### src/rtl/demux_pkg.sv
// demux_pkg: shared types and helpers for the 1-to-4 stream demux.
// Channel count, select width, slot state and select decode.
package demux_pkg;

  localparam int NUM_CH = 4;
  localparam int SEL_W  = 2;

  typedef enum logic {
    EMPTY = 1'b0,
    FULL  = 1'b1
  } chan_state_e;

  // {S1,S2} maps straight onto the channel index, S1 being the MSB.
  function automatic logic [SEL_W-1:0] sel2ch(
    input logic [SEL_W-1:0] sel
  );
    return sel;
  endfunction

endpackage

### src/rtl/demux_slot.sv
// demux_slot: one-entry holding register for a single output channel,
// with its EMPTY/FULL state and a wrapping delivered-word counter.
module demux_slot
  import demux_pkg::*;
#(
  parameter int W     = 1,
  parameter int CNT_W = 8
) (
  input  logic             clk,
  input  logic             rst_n,
  input  logic             wr_en,
  input  logic [W-1:0]     wr_data,
  input  logic             rd_ready,
  output logic [W-1:0]     rd_data,
  output logic             rd_valid,
  output logic [CNT_W-1:0] cnt
);

  chan_state_e state_q;
  chan_state_e state_d;
  logic        deliver;

  assign rd_valid = (state_q == FULL);
  assign deliver  = rd_valid & rd_ready;

  // Slot state register.
  always_ff @(posedge clk or negedge rst_n) begin
    if (!rst_n) state_q <= EMPTY;
    else        state_q <= state_d;
  end

  // A write always leaves the slot full; a lone deliver empties it.
  always_comb begin
    state_d = state_q;
    unique case (state_q)
      EMPTY: if (wr_en) state_d = FULL;
      FULL:  if (deliver && !wr_en) state_d = EMPTY;
      default: state_d = EMPTY;
    endcase
  end

  // Capture the word; otherwise keep the last value, even once drained.
  always_ff @(posedge clk or negedge rst_n) begin
    if (!rst_n)     rd_data <= '0;
    else if (wr_en) rd_data <= wr_data;
  end

  // Count words handed to the consumer, wrapping at full scale.
  always_ff @(posedge clk or negedge rst_n) begin
    if (!rst_n)       cnt <= '0;
    else if (deliver) cnt <= cnt + CNT_W'(1);
  end

endmodule

### src/rtl/demux1to4_stream.sv
// demux1to4_stream: registered 1-to-4 valid/ready demultiplexer.
// Decodes {S1,S2}, gates in_ready on the chosen slot, fans out the write.
module demux1to4_stream
  import demux_pkg::*;
#(
  parameter int W     = 1,
  parameter int CNT_W = 8
) (
  input  logic             clk,
  input  logic             rst_n,
  input  logic [W-1:0]     I,
  input  logic             S1,
  input  logic             S2,
  input  logic             in_valid,
  output logic             in_ready,
  output logic [W-1:0]     Y0,
  output logic [W-1:0]     Y1,
  output logic [W-1:0]     Y2,
  output logic [W-1:0]     Y3,
  output logic [3:0]       y_valid,
  input  logic [3:0]       y_ready,
  output logic [CNT_W-1:0] cnt0,
  output logic [CNT_W-1:0] cnt1,
  output logic [CNT_W-1:0] cnt2,
  output logic [CNT_W-1:0] cnt3
);

  logic [SEL_W-1:0]  ch;
  logic              accept;
  logic [NUM_CH-1:0] wr_en;
  logic [W-1:0]      y_data [NUM_CH];
  logic [CNT_W-1:0]  cnt    [NUM_CH];

  assign ch = sel2ch({S1, S2});

  // Ready follows only the selected slot: free now or draining this cycle.
  always_comb begin
    in_ready = rst_n & (~y_valid[ch] | y_ready[ch]);
    accept   = in_valid & in_ready;
    wr_en    = '0;
    if (accept) wr_en = NUM_CH'(1) << ch;
  end

  for (genvar g = 0; g < NUM_CH; g++) begin : g_slot
    demux_slot #(
      .W     (W),
      .CNT_W (CNT_W)
    ) u_slot (
      .clk      (clk),
      .rst_n    (rst_n),
      .wr_en    (wr_en[g]),
      .wr_data  (I),
      .rd_ready (y_ready[g]),
      .rd_data  (y_data[g]),
      .rd_valid (y_valid[g]),
      .cnt      (cnt[g])
    );
  end

  assign Y0   = y_data[0];
  assign Y1   = y_data[1];
  assign Y2   = y_data[2];
  assign Y3   = y_data[3];
  assign cnt0 = cnt[0];
  assign cnt1 = cnt[1];
  assign cnt2 = cnt[2];
  assign cnt3 = cnt[3];

endmodule

### config.mk
export PLATFORM = sky130hd
export DESIGN_NAME = demux1to4_stream
export DESIGN_NICKNAME = d
export VERILOG_FILES = /design/src/rtl/demux_pkg.sv /design/src/rtl/demux_slot.sv /design/src/rtl/demux1to4_stream.sv
export SDC_FILE = /design/constraint.sdc
export NUM_CORES = 1
export LEC_CHECK = 0
export CAP_MARGIN = 20
export CELL_PAD_IN_SITES_DETAIL_PLACEMENT = 1
export CELL_PAD_IN_SITES_GLOBAL_PLACEMENT = 2
export CORE_UTILIZATION = 30
export DETAILED_ROUTE_END_ITERATION = 12
export HOLD_SLACK_MARGIN = 0.15
export PLACE_DENSITY_LB_ADDON = 0.1
export SYNTH_ARGS = -nofsm -noshare
export SYNTH_HDL_FRONTEND = slang
export SYNTH_SLANG_ARGS = --single-unit
export TNS_END_PERCENT = 10
### constraint.sdc
create_clock -name clk -period 1.65 [get_ports clk]
set_clock_uncertainty 0.1 [all_clocks]
set_input_delay 0.165 -clock clk [delete_from_list [all_inputs] [get_ports clk]]
set_output_delay 0.165 -clock clk [all_outputs]
set_load 0.005 [all_outputs]
==> results.md <==
- Status: completed
- Peak Freq: 619 MHz
- Worst R2R Path Depth: 3
- Unrepaired setup endpoints after global routing: true
- DRT antenna net count: 0
- CTS tree: done
- Final count of negative-setup-slack endpoints: 0
- Switch Pwr: 0.809 mW
- Mapped Nets: 166
- Root Driver: clkbuf_8
- Post-synth top cells: dfrtp_1, xnor2_1, nand2_1, mux2_2, xor2_1
- Gr usage total: 14.5%
- CP startpoint kind: flip-flop
- Power Internal: 2.25 mW
- Total grt overflow: 0
- Leading register cell type out of synthesis: dfrtp_1
- Setup CP Type: flip-flop to primary output
- Async S/R FF share, synth: 100%
- I/O Pins: 51
- RePlAce Congestion: 0.736
- Fill cell count: 638
- Worst Tran Pin Value: 0.440 ns
- Clk pin slew, worst setup/hold paths: 0.08 ns
- Initial antenna violation count: 0
- Die area: 6280 µm²
- Synth top area share: 55.9%
- Top cells by area, synth: dfrtp_1, xnor2_1, mux2_2
- Period utilization: 98.0%
- Initial Util: 31.7%
- Yosys warning count: 0
- Switching Fraction: 26.4%
- Largest net degree at the start of global routing: 36
- Peak supply drop: 0.461 mV
- Syn_area_per_cell: 11.8 µm²
- Required time of the critical path: 1.38 ns
- Sequential-to-total area share from yosys stat: 55.9%
- Cell Area, Synth: 1790 µm²
- Hold Vio Cnt, Final: 0
- Nets: 235
- Comb power frac: 25.8%
- Final wirelength: 4.03 mm
- Placed wire-length estimate: 3.05 mm
- Area leader, netlist: dfrtp_1
- Routed vias/inst: 4.60
- FF/Latch Area: 1000 µm²
- H-tree depth: 2
- Clk sinks: 40
- Worst slew margin: 70.7%
- Clock power frac: 28.5%
- Share of power burned in registers: 45.7%
- Hold WS: 0.188 ns
- Syn Inst Count: 152
- Number of diodes: 0
- TritonCTS Buffers: 5
- Worst Path Arrival: 1.35 ns
- Number of synthesized flops with an enable pin: 0
- Die Wd: 79.3 µm
- Worst-Skew Late Latency: 0.29 ns
- Core Area: 5640 µm²
- Drt wl/cell: 13.7 µm
- Remaining routing DRC violations: 0
- Vias: 1351
- Tightest Hold Check Type: input port to flip-flop
- Maxcap violations: 0
- Synth cell types: 28
- Synth-to-Final Area Change: 45.4%
- Final Instance Area: 2600 µm²
- Hold-critical path depth: 3
- Drt first pass iters: 4
- 1st-iter DRT viols: 31
- Critical Path End Type: primary output
- Std-Cell Rows: 27
- Port Buffers: 50
- Yosys reg bits: 40
- Multi-input logic area: 742 µm²
- Fin crit period: 1.62 ns
- First-pass GRT wire length: 6.98 mm
- Clock buffer depth: 2
- Leak: 1.15 nW
- Top-count cell post-synth: dfrtp_1
- Layout cells sized above 1: 15.3%
- Fin util: 46.1%
- DIE HEIGHT: 79.3 µm
- FF-to-FF setup slack: 0.14 ns
- CP Max Fanout: 2
- Pwr/cell area: 1180 nW/µm²
- Number of global-route vias before repair: 1443
- Slew Viols, Final: 0
- DP Area: 2440 µm²
-- worst paths after layout --
kind | start | to
max in group asynchronous | rst_n | g_slot[1].u_slot.cnt[1]$_DFFE_PN0P_
max reg2reg | g_slot[0].u_slot.rd_valid$_DFF_PN0_ | g_slot[0].u_slot.rd_data$_DFFE_PN0P_
min in group asynchronous | rst_n | g_slot[3].u_slot.cnt[0]$_DFFE_PN0P_
max | g_slot[1].u_slot.rd_valid$_DFF_PN0_ | in_ready
min reg2reg | g_slot[1].u_slot.cnt[7]$_DFFE_PN0P_ | g_slot[1].u_slot.cnt[7]$_DFFE_PN0P_
min | rst_n | g_slot[3].u_slot.rd_valid$_DFF_PN0_
-- timing repair --
action | in CTS | in global routing
endpoints found under the setup margin | 1 | 3
hold buffers | 2 | 1
pin swaps | 1 | 0
setup buffers | 0 | 0
resized for setup | 8 | 3
hold endpoints to repair | 41 | 5
-- sequential cells by signal, summed over array words and instances, names as in the netlist --
signal                  flops
g_slot.u_slot.rd_data       4
g_slot.u_slot.rd_valid      4
g_slot.u_slot.cnt          32
-- power by group through the flow --
stage | Sequential (mW) | Clock [mW] | Combinational, mW
CTS | 1.40 | 0.904 | 0.808
finish | 1.40 | 0.872 | 0.791
floorplan | 1.40 | 0 | 0.259
detailed placement | 1.42 | 0 | 0.801
global route | 1.44 | 0.943 | 0.887
global placement | 1.39 | 0 | 0.762
-- cells in the final DEF, fill, tap and decap left out, types with 3 or more instances in the layout --
cell type / synthesis / routed
and3_1: 3 / 3
and4_1: 4 / 4
buf_4: 5 / 15
clkbuf_8: 0 / 7
clkdlybuf4s50_1: 0 / 45
dfrtp_1: 40 / 40
dlygate4sd2_1: 0 / 3
ha_1: 4 / 4
inv_1: 3 / 3
mux2_2: 7 / 7
nand2_1: 19 / 19
nand3_1: 6 / 6
nand4_1: 6 / 6
nor2_1: 5 / 5
nor3_1: 4 / 4
o21ai_0: 3 / 3
xnor2_1: 21 / 21
xor2_1: 7 / 7
-- worst max-delay path: stages (launching register included) --
cell and delay, ns:
dfrtp_1 0.36, or4bb_1 0.41, o311ai_2 0.10, a21oi_1 0.07, buf_2 0.13
-- area by class of cell --
| cell class | count | share of cell area (%) |
|---|---|---|
| clock inverters | 1 | 1.15 |
| flip-flops and latches | 40 | 38.5 |
| multi-input cells | 103 | 28.5 |
| inverters | 3 | 0.433 |
| clock buffers | 7 | 3.70 |
| well taps | 72 | 3.46 |
| repair buffers | 68 | 24.3 |
-- cells by family after synthesis --
kind of cell | synth area share [%]
DFF | 55.9
adders and majority gates | 2.80
xor gates and xnor gates | 13.7
muxes | 5.03
and+or+nand+nor | 16.5
AOI/OAI and AO/OA | 2.73
buffers and inverters | 3.35
-- layer usage --
layer / wire, µm / global-route usage (%) / vias to the layer above
li1: - / - / 654
met1: 1860 / 19.1 / 650
met2: 1900 / 23.2 / 41
met3: 226 / 4.25 / 6
met4: 45 / 3.82 / 0
met5: 0 / 0 / -
-- through the flow --
step                      std cells  power [mW]  setup slack (ns)  setup TNS [ns]
after floorplan                 152        1.66             0.197               0
after global placement          283        2.16            -0.327          -0.547
after global routing            294        3.26           -0.0648         -0.0648
final                           294        3.06            0.0335               0
after CTS                       293        3.11            0.0120               0
after detailed placement        283        2.22            -0.352          -0.736
Note: power is estimated with default switching activity, not from simulation.
